==> src/rtl/writeback_arbiter_pkg.sv <==
// rtl/writeback_arbiter_pkg.sv - shared widths, defaults and payload type for the writeback stage
package writeback_arbiter_pkg;

   // Core and register file widths
   localparam int REGISTER_WIDTH              = 32;
   localparam int CPU_REGISTER_INDEX_WIDTH    = 5;
   localparam int REGISTER_FILE_NUMBER_OF_REG = 32;

   // Writeback defaults
   localparam int WB_FIFO_DEPTH     = 2;
   localparam int WB_STARVE_LIMIT   = 4;
   localparam int WB_FIFO_PTR_WIDTH = $clog2(WB_FIFO_DEPTH);

   typedef logic [CPU_REGISTER_INDEX_WIDTH-1:0] reg_idx_t;
   typedef logic [REGISTER_WIDTH-1:0]           reg_data_t;
   typedef logic [REGISTER_FILE_NUMBER_OF_REG-1:0] reg_mask_t;

   // One buffered long-latency result
   typedef struct packed {
      reg_idx_t  rd;
      reg_data_t data;
   } wb_entry_t;

   // One-hot register mask for a destination index
   function automatic reg_mask_t rd_mask(input reg_idx_t rd);
      reg_mask_t m;
      m     = '0;
      m[rd] = 1'b1;
      return m;
   endfunction

endpackage

==> src/rtl/writeback_arbiter_wb_fifo.sv <==
// rtl/writeback_arbiter_wb_fifo.sv - synchronous {rd,data} FIFO for long-latency results
module wb_fifo
   import writeback_arbiter_pkg::*;
#(
   parameter int DEPTH = WB_FIFO_DEPTH
)(
   input  logic      clk,
   input  logic      rst_n,
   input  logic      i_push,
   input  wb_entry_t i_data,
   input  logic      i_pop,
   output wb_entry_t o_head,
   output logic      o_full,
   output logic      o_empty
);

   localparam int PW = (DEPTH > 1) ? $clog2(DEPTH) : 1;

   wb_entry_t      r_mem [DEPTH];
   logic [PW-1:0]  r_wr_ptr;
   logic [PW-1:0]  r_rd_ptr;
   logic [PW:0]    r_count;
   logic           w_do_push;
   logic           w_do_pop;

   assign o_full    = (r_count == (PW+1)'(DEPTH));
   assign o_empty   = (r_count == '0);
   assign w_do_push = i_push && !o_full;
   assign w_do_pop  = i_pop && !o_empty;
   assign o_head    = r_mem[r_rd_ptr];

   // Payload storage; contents are meaningless while empty so no reset is needed
   always_ff @(posedge clk) begin
      if (w_do_push) begin
         r_mem[r_wr_ptr] <= i_data;
      end
   end

   // Binary pointers wrap naturally because DEPTH is a power of two
   always_ff @(posedge clk or negedge rst_n) begin
      if (!rst_n) begin
         r_wr_ptr <= '0;
         r_rd_ptr <= '0;
         r_count  <= '0;
      end else begin
         if (w_do_push) r_wr_ptr <= r_wr_ptr + 1'b1;
         if (w_do_pop)  r_rd_ptr <= r_rd_ptr + 1'b1;
         case ({w_do_push, w_do_pop})
            2'b10:   r_count <= r_count + 1'b1;
            2'b01:   r_count <= r_count - 1'b1;
            default: r_count <= r_count;
         endcase
      end
   end

endmodule

==> src/rtl/writeback_arbiter.sv <==
// rtl/writeback_arbiter.sv - merges ALU and long-latency results onto the register file write port
module writeback_arbiter
   import writeback_arbiter_pkg::*;
#(
   parameter int FIFO_DEPTH   = WB_FIFO_DEPTH,
   parameter int STARVE_LIMIT = WB_STARVE_LIMIT
)(
   input  logic                                   clk,
   input  logic                                   rst_n,
   input  logic                                   alu_valid,
   input  logic [CPU_REGISTER_INDEX_WIDTH-1:0]    alu_rd,
   input  logic [REGISTER_WIDTH-1:0]              alu_data,
   input  logic                                   lsu_valid,
   output logic                                   lsu_ready,
   input  logic [CPU_REGISTER_INDEX_WIDTH-1:0]    lsu_rd,
   input  logic [REGISTER_WIDTH-1:0]              lsu_data,
   input  logic                                   issue_en,
   input  logic [CPU_REGISTER_INDEX_WIDTH-1:0]    issue_rd,
   output logic [REGISTER_FILE_NUMBER_OF_REG-1:0] busy,
   output logic                                   stall_req,
   output logic                                   write_en,
   output logic [CPU_REGISTER_INDEX_WIDTH-1:0]    write_rd,
   output logic [REGISTER_WIDTH-1:0]              data_in
);

   localparam int AGE_W = $clog2(STARVE_LIMIT + 1);
   localparam logic [AGE_W-1:0] AGE_MAX  = AGE_W'(STARVE_LIMIT);
   localparam logic [AGE_W-1:0] AGE_TRIP = AGE_W'(STARVE_LIMIT - 1);

   wb_entry_t  w_head;
   wb_entry_t  w_in;
   logic       w_full;
   logic       w_empty;
   logic       w_push;
   logic       w_pop;
   reg_mask_t  w_set;
   reg_mask_t  w_clr;

   logic [AGE_W-1:0] r_age;
   logic             r_stall_req;
   reg_mask_t        r_busy;
   logic             r_write_en;
   reg_idx_t         r_write_rd;
   reg_data_t        r_data_in;

   // The ALU path cannot be stalled, so the FIFO only drains in ALU-idle cycles
   assign w_push    = lsu_valid && !w_full;
   assign w_pop     = !alu_valid && !w_empty;
   assign lsu_ready = !w_full;
   assign w_in      = '{rd: lsu_rd, data: lsu_data};

   assign w_clr = w_pop ? rd_mask(w_head.rd) : '0;
   assign w_set = (issue_en && (issue_rd != '0)) ? rd_mask(issue_rd) : '0;

   assign busy      = r_busy;
   assign stall_req = r_stall_req;
   assign write_en  = r_write_en;
   assign write_rd  = r_write_rd;
   assign data_in   = r_data_in;

   wb_fifo #(
      .DEPTH (FIFO_DEPTH)
   ) u_fifo (
      .clk     (clk),
      .rst_n   (rst_n),
      .i_push  (w_push),
      .i_data  (w_in),
      .i_pop   (w_pop),
      .o_head  (w_head),
      .o_full  (w_full),
      .o_empty (w_empty)
   );

   // Head age: cleared on pop or while empty, otherwise counts up and saturates
   always_ff @(posedge clk or negedge rst_n) begin
      if (!rst_n) begin
         r_age <= '0;
      end else if (w_pop || w_empty) begin
         r_age <= '0;
      end else if (r_age != AGE_MAX) begin
         r_age <= r_age + 1'b1;
      end
   end

   // Ask upstream to idle the ALU next cycle once the head has waited long enough
   always_ff @(posedge clk or negedge rst_n) begin
      if (!rst_n) begin
         r_stall_req <= 1'b0;
      end else begin
         r_stall_req <= alu_valid && !w_empty && (r_age >= AGE_TRIP);
      end
   end

   // Pending-write scoreboard; a same-cycle issue overrides the pop clear
   always_ff @(posedge clk or negedge rst_n) begin
      if (!rst_n) begin
         r_busy <= '0;
      end else begin
         r_busy <= (r_busy & ~w_clr) | w_set;
      end
   end

   // Write port register; rd=0 results are consumed without enabling the write
   always_ff @(posedge clk or negedge rst_n) begin
      if (!rst_n) begin
         r_write_en <= 1'b0;
         r_write_rd <= '0;
         r_data_in  <= '0;
      end else if (alu_valid) begin
         r_write_en <= (alu_rd != '0);
         r_write_rd <= alu_rd;
         r_data_in  <= alu_data;
      end else if (w_pop) begin
         r_write_en <= (w_head.rd != '0);
         r_write_rd <= w_head.rd;
         r_data_in  <= w_head.data;
      end else begin
         r_write_en <= 1'b0;
      end
   end

endmodule

==> config.mk <==
export PLATFORM = sky130hd
export DESIGN_NAME = writeback_arbiter
export DESIGN_NICKNAME = d
export VERILOG_FILES = /design/src/rtl/writeback_arbiter_pkg.sv /design/src/rtl/writeback_arbiter_wb_fifo.sv /design/src/rtl/writeback_arbiter.sv
export SDC_FILE = /design/constraint.sdc
export NUM_CORES = 1
export LEC_CHECK = 0
export CAP_MARGIN = 15
export CORE_ASPECT_RATIO = 1.75
export CORE_MARGIN = 5
export CORE_UTILIZATION = 54
export CTS_CLUSTER_SIZE = 14
export DETAILED_ROUTE_END_ITERATION = 10
export PLACE_DENSITY = 0.86
export SYNTH_ARGS = -nofsm -noshare
export SYNTH_HDL_FRONTEND = slang
export SYNTH_SLANG_ARGS = --single-unit
==> constraint.sdc <==
create_clock -name clk -period 7.91 [get_ports clk]
set_input_delay 1.582 -clock clk [delete_from_list [all_inputs] [get_ports clk]]
set_output_delay 1.582 -clock clk [all_outputs]
set_load 0.1 [all_outputs]
**Yosys cells after proc, flatten, opt, wreduce, memory -nomap -nowiden**

Memories as Yosys holds them, arrays and structs flattened.
Cells that the tools add are included.

- Mux-type cells: 17
- Equal/unequal tests: 4
- Bitwise gates (word level): 3
- Reduce and logical (&&, ||, !) cells: 20
- Add/sub/neg operators: 5
- $lt $le $gt $ge: 5

Operators by type and width:

| operator | count |
|---|---|
| 32-bit two-way mux | 4 |
| 32-bit AND | 1 |
| 32-bit inverter | 1 |
| 32-bit bitwise OR | 1 |
| 5-bit nonzero test | 3 |
| 5-bit by 6-bit less-than comparator with 1-bit output (second input constant) | 2 |
| 1-bit demux with 5-bit select | 2 |
| 5-bit by 1-bit greater-or-equal comparator with 1-bit output (second input constant) | 2 |
| 5-bit two-way mux | 2 |
| 1-bit logical AND | 9 |
| 1-bit two-way mux | 6 |
| 3-bit two-way mux | 2 |
| 2-bit nonzero test | 3 |
| 2-bit == test (second input constant) | 2 |
| 2-bit case mux with 2 select lines | 1 |
| 3-bit by 1-bit adder with 3-bit output (second input constant) | 1 |
| 3-bit by 2-bit greater-or-equal comparator with 1-bit output (second input constant) | 1 |
| 1-bit zero test | 3 |
| 3-bit != test (second input constant) | 1 |
| 1-bit adder (second input constant) | 2 |
| 2-bit by 1-bit adder with 2-bit output (second input constant) | 1 |
| 2-bit by 1-bit == test with 1-bit output (second input constant) | 1 |
| 2-bit zero test | 1 |
| 2-bit by 1-bit subtractor with 2-bit output (second input constant) | 1 |
| 1-bit logical OR | 1 |

- Word-level logic and storage cells: 64
- Register bits after elaboration: 78
- Memories kept: 1
- Output and inout port bits: 72
- Input port bits: 84
- Bits in writable memories: 74

Memory list:

| name | words | width | read ports | clocked after Yosys merged registers in | write ports | RTL line | source |
|---|---|---|---|---|---|---|---|
| u_fifo.r_mem | 2 | 37 | 1 | 0 | 1 | writeback_arbiter_wb_fifo.sv:19 | `wb_entry_t r_mem [DEPTH];` |

**Logic depth before layout (Yosys ltp)**

An unclocked memory read counts as a cell.

- Word-level depth: 9
- Gate-level depth with buffers: 8
- Mapped depth without buffers: 6

**Hierarchy**

From an unflattened synthesis, not the netlist that was laid out.

- Cells, all modules: 446
- Area, all modules: 6244.7 µm²

Modules (own cells, without submodules):

| module | sequential area each (µm²) | cells each | area an instance (µm²) | times used |
|---|---|---|---|---|
| writeback_arbiter | 1851.8 | 313 | 3295.7 | 1 |
| wb_fifo | 2322.2 | 133 | 2949.1 | 1 |

**Worst setup path after synthesis**

OpenSTA, ideal clock, no wires.

- Path kind: in2reg
- Start point: in lsu_valid
- End point: mem u_fifo.r_mem[0][0] (netlist name) (enable)
- Library setup time: 0.431 ns
- Buffers on the path: 0
- Required time: 7.479 ns
- Stages on the path: 2
- Slack: 4.191 ns
- Arrival time: 3.287 ns
- Cell sequence: nand2_1 > nor2_1

- Word-level cells in the longest chain between the ends: 4

RTL lines:

| what | RTL line | source |
|---|---|---|
| start: declaration | writeback_arbiter.sv:13 | `input logic lsu_valid,` |
| 1-bit logical AND | writeback_arbiter.sv:47 | `assign w_push = lsu_valid && !w_full;` |
| 1-bit logical AND | writeback_arbiter_wb_fifo.sv:28 | `assign w_do_push = i_push && !o_full;` |
| 1-bit two-way mux | writeback_arbiter_wb_fifo.sv:34 | `if (w_do_push) begin` |
| 1-bit two-way mux (not written as such) | writeback_arbiter_wb_fifo.sv:35 | `r_mem[r_wr_ptr] <= i_data;` |
| end: declaration | writeback_arbiter_wb_fifo.sv:19 |  |

Every way passes these cells.

**Final worst setup path**

- Start point: reg u_fifo.r_count[0]
- End point: out lsu_ready

- Word-level cells in the longest chain between the ends: 2

RTL lines:

| what | RTL line | source |
|---|---|---|
| start: declaration | writeback_arbiter_wb_fifo.sv:22 | `logic [PW:0] r_count;` |
| start signal: assignment | writeback_arbiter_wb_fifo.sv:49 | `2'b10: r_count <= r_count + 1'b1;` |
| start signal: assignment | writeback_arbiter_wb_fifo.sv:50 | `2'b01: r_count <= r_count - 1'b1;` |
| start signal: assignment | writeback_arbiter_wb_fifo.sv:51 | `default: r_count <= r_count;` |
| 2-bit == test | writeback_arbiter_wb_fifo.sv:26 | `assign o_full = (r_count == (PW+1)'(DEPTH));` |
| 1-bit zero test | writeback_arbiter.sv:49 | `assign lsu_ready = !w_full;` |
| end: declaration | writeback_arbiter.sv:14 | `output logic lsu_ready,` |

Every way passes these cells.

==> reports/metrics.sh <==
START_UTIL_PCT=54.75
AREA_DELTA_SYNTH_FINAL_PCT=33.66
GRT_ANTENNA_BEFORE_REPAIR=2
GRT_MAX_DEGREE=79
M1WIRELENGTH_UM=5598
SYNTH_TOP_CELL_BY_AREA='sky130_fd_sc_hd__edfxtp_1'
FMAX_MHz=260.3
DR.FIRST_ITER.DRC_COUNT=223
FINALCLOCKSKEW_NS=0.007690
ROWS=53
CTS.REPORTEDPATHS.CLKPINSLEW_NS=0.06
TIMING.HOLD.WS_NS=0.5482
NUMCTSBUFFERS=17
POSTSYNTHREGISTERBITS=152
MET3ROUTEDLENGTH_UM=1007
STATUS='completed'
SYNTH-ADDER-AREA-SHARE_PCT=0.7616
PEAKVDDDROP_V=0.0002825
CRIT_ARRIVAL_NS=2.26
YOSYSTOPAREACELLSHARE_PCT=33.82
VIAS_PER_CELL=5.587
HTREE_NUM_LEVELS=4
GRT_PASS1_VIAS=4848
DETAILED_PLACEMENT_WIRELENGTH_ESTIMATE_UM=11180
INSERTION_DELAY_NS=0.42
CTS_REPAIR_RESIZE_COUNT=0
CP_CELL_SEQUENCE='nand2b_1, clkdlybuf4s50_1'
SYN_AREA_UM2=6571
ROUTE.MET2.WL_UM=8741
CORE_REGION_AREA_UM2=12000
DRC_ERRORS=0
PWR_DENSITY_CELL_nW_PER_UM2=377.9
PORT-BUFFER-COUNT=155
DIE_X_UM=93.39
WORSTSETUPPATHTYPE='reg -> out'
POST-ROUTE-WORST-SETUP-SLACK_NS=4.069
PLACEDCELLCOUNT=791
SLOWEST_STAGE='sky130_fd_sc_hd__clkdlybuf4s50_1'
PWR-SHARE-CLK_PCT=23.7
WORSTHOLDPATHTYPE='reg -> reg'
DRT_FIRST_PASS_ITERS=5
AVGROUTEDWIREPERCELL_UM=19.32
SYNTH_SEQUENTIAL_AREA_RATIO_PCT=63.52
WORST_SLEW_MARGIN_REL_PCT=27.19
CAP_VIOLATIONS=0
GRT_FIRST_PASS_WIRELENGTH_UM=24950
CP.BUFFERS_INVERTERS=1
GRT_USE_TOTAL_PCT=22.61
FINAL_LAYOUT_SIZE_SUFFIX_GT1_SHARE_PCT=12.92
SYNTH_ENABLE_FLOP_CELLS=74
FINAL_ANTENNA_NET_COUNT=0
SYNTHARSTFLOPSHARE_PCT=51.32
LARGEST_FAMILY_OF_LOGIC_CELLS_BY_SYNTHESIZED_AREA='multiplexers'
YOSYSMOSTFREQUENTCELL='sky130_fd_sc_hd__dfrtp_1'
LEAKAGE_nW=3.436
NETS=733
DOMINANTREGCELLSYNTH='sky130_fd_sc_hd__dfrtp_1'
DR_TOTAL_VIAS=4609
POST_SYNTHESIS_INSTANCE_TOTAL=496
SYNTH_SIMPLE_GATE_AREA_SHARE_PCT=6.797
TRITONCTS_NUM_SINKS=152
POST_SYNTH_NUM_CELL_TYPES=41
FINAL_PERIOD_UTIL_PCT=48.56
SETUP_SLACK_AFTER_PLACEMENT_NS=4.380
CTS_HOLD_REPAIR.BUFFERS=0
CP_MAX_FO=6
FINAL.MIN_CLOCK_PERIOD_NS=3.841
POST-CTS-SETUP-BUFFER-COUNT=0
GRT_OVERFLOW=0
WORST_PATH_LARGEST_CELL_DELAY_NS=1.15
SYNTH_COMPOUND_GATE_AREA_SHARE_PCT=11.90
ROUTED_WIRELENGTH_UM=15940
SETUP.WORST_PATH.START_CLASS='flop'
YOSYS.AREA_SHARE.XOR_XNOR_PCT=0.7997
SYNTH_MUX_AREA_SHARE_PCT=12.03
CTSLONGESTPATHBUFFERS=2
SYN_AREA_PER_CELL_UM2=13.25
FINAL-HOLD-VIOLATION-COUNT=0
CTS_TREE='done'
SYNTHESIS.NETS=584
DIEHEIGHT_UM=155.9
PIN_SLEW_WITH_THE_LEAST_HEADROOM_TO_ITS_LIMIT_NS=1.092
FINALWEIGHTEDCONGESTION=0.9458
COMB_POWER_SHARE_PCT=41.1
P_INT_mW=1.935
SETUP_REPAIR_AFTER_GLOBAL_ROUTING_MISSED_ITS_MARGIN='false'
SETUP_VIOL=0
LAYOUTNONFILLERINSTCOUNT=825
CRITICAL-PATH-TOP-DELAY-FAMILY='buffers and inverters'
CTS_ROOT_BUFFER='sky130_fd_sc_hd__clkbuf_16'
DIE-AREA_UM2=14560
SYNTH.CELLS.MOST_FREQUENT='sky130_fd_sc_hd__dfrtp_1, sky130_fd_sc_hd__edfxtp_1, sky130_fd_sc_hd__o21ai_0, sky130_fd_sc_hd__nand2_1, sky130_fd_sc_hd__mux2_2'
DPL_CELL_AREA_UM2=8203
SYNTH.AREA.TOP_CELLS='sky130_fd_sc_hd__edfxtp_1, sky130_fd_sc_hd__dfrtp_1, sky130_fd_sc_hd__mux2_2'
WORSTSETUPENDPOINTTYPE='output port'
FINALSETUPTNS_NS=0
STDCELL_AREA_UM2=8783
NUM_IO_PINS=156
SLEW_VIOLATIONS=0
PART_OF_THE_TOTAL_POWER_DISSIPATED_IN_SEQUENTIAL_ELEMENTS_PCT=35.2
P_SW_SHARE_PCT=41.71
HIGHEST_LAYER='met4'
YOSYSWARNINGS=0
CRIT_REQUIRED_NS=6.33
SWITCHINGPOWER_mW=1.385
==> cell usage in the layout, fill, tap and decap left out, types with 2 or more instances in the layout <==
cell type / netlist / routed
sky130_fd_sc_hd__a211oi_1: 2 / 2
sky130_fd_sc_hd__nand3b_1: 6 / 6
sky130_fd_sc_hd__buf_4: 3 / 3
sky130_fd_sc_hd__clkbuf_1: 11 / 2
sky130_fd_sc_hd__o21ai_1: 22 / 22
sky130_fd_sc_hd__diode_2: 0 / 2
sky130_fd_sc_hd__dfrtp_1: 78 / 77
sky130_fd_sc_hd__a21oi_1: 2 / 2
sky130_fd_sc_hd__clkinv_2: 0 / 3
sky130_fd_sc_hd__inv_6: 0 / 5
sky130_fd_sc_hd__clkbuf_16: 0 / 17
sky130_fd_sc_hd__mux2_2: 37 / 37
sky130_fd_sc_hd__mux2i_1: 36 / 36
sky130_fd_sc_hd__or4_1: 2 / 2
sky130_fd_sc_hd__and4b_1: 3 / 3
sky130_fd_sc_hd__nor2b_1: 2 / 2
sky130_fd_sc_hd__nor2_1: 5 / 4
sky130_fd_sc_hd__edfxtp_1: 74 / 74
sky130_fd_sc_hd__a211oi_2: 8 / 8
sky130_fd_sc_hd__a32oi_1: 31 / 31
sky130_fd_sc_hd__bufinv_16: 0 / 2
sky130_fd_sc_hd__o21ai_0: 48 / 48
sky130_fd_sc_hd__clkdlybuf4s50_1: 0 / 153
sky130_fd_sc_hd__clkinvlp_4: 0 / 2
sky130_fd_sc_hd__ha_1: 4 / 4
sky130_fd_sc_hd__nor2_4: 1 / 2
sky130_fd_sc_hd__nand3_1: 3 / 3
sky130_fd_sc_hd__or3b_1: 6 / 6
sky130_fd_sc_hd__or3_1: 2 / 2
sky130_fd_sc_hd__nand2_1: 42 / 42
sky130_fd_sc_hd__nor4bb_1: 3 / 3
sky130_fd_sc_hd__inv_1: 35 / 35
sky130_fd_sc_hd__xnor2_1: 5 / 5
==> final timing paths <==
check / slack (ns) / startpoint / cells past startpoint / endpoint
hold reg to reg: 0.55 / busy[0] / 1 / busy[0]
hold / removal: 0.55 / busy[0] / 1 / busy[0]
setup / recovery: 4.07 / u_fifo.r_count[0] / 2 / lsu_ready
setup reg to reg: 5.60 / u_fifo.r_rd_ptr / 3 / busy[30]
max in group asynchronous: 5.89 / rst_n / 1 / u_fifo.r_rd_ptr
min in group asynchronous: 1.34 / rst_n / 1 / stall_req
==> final cells by class <==
class / count / area (um^2)
Inverter: 35 / 131.4
Antenna cell: 2 / 5.005
Multi-Input combinational cell: 282 / 2131
Clock inverter: 13 / 142.6
Tap cell: 165 / 206.4
Clock buffer: 19 / 432.9
Sequential cell: 152 / 4175
Fill cell: 815 / 3219
Timing Repair Buffer: 157 / 1559
==> power groups by stage <==
stage / Clock (mW) / Combinational (mW) / Sequential, mW
2_1_floorplan: 0 / 0.574 / 1.63
3_3_place_gp: 0 / 1.33 / 1.17
3_5_place_dp: 0 / 1.36 / 1.18
4_1_cts: 0.798 / 1.37 / 1.17
5_1_grt: 0.833 / 1.43 / 1.19
6_report: 0.788 / 1.36 / 1.17
==> logic make-up after synthesis <==
group / after synthesis
AOI/OAI and AO/OA: 117
xor gates and xnor gates: 6
adders and majority gates: 4
buffers and inverters: 62
DFF: 152
muxes: 74
and+or+nand+nor: 81
==> routing by layer <==
layer,track usage (%),vias up
li1,-,2146
met1,23.82,2253
met2,40.65,171
met3,6.322,39
met4,11.18,0
met5,0,-
==> sequential cells by signal (all words and copies together), names as in the netlist <==
name,cells
r_age,3
write_en,1
write_rd,5
u_fifo.r_wr_ptr,1
u_fifo.r_rd_ptr,1
u_fifo.r_count,2
stall_req,1
busy,32
u_fifo.r_mem,74
data_in,32
==> per-stage QoR <==
| step | total power, mW | util, % |
|---|---|---|
| after floorplan | 2.208 | - |
| after global placement | 2.503 | 68.34 |
| after detailed placement | 2.543 | 68.34 |
| after CTS | 3.338 | 73.14 |
| after global routing | 3.455 | 73.18 |
| final | 3.320 | 73.18 |
(Power assumes the default switching activity.)
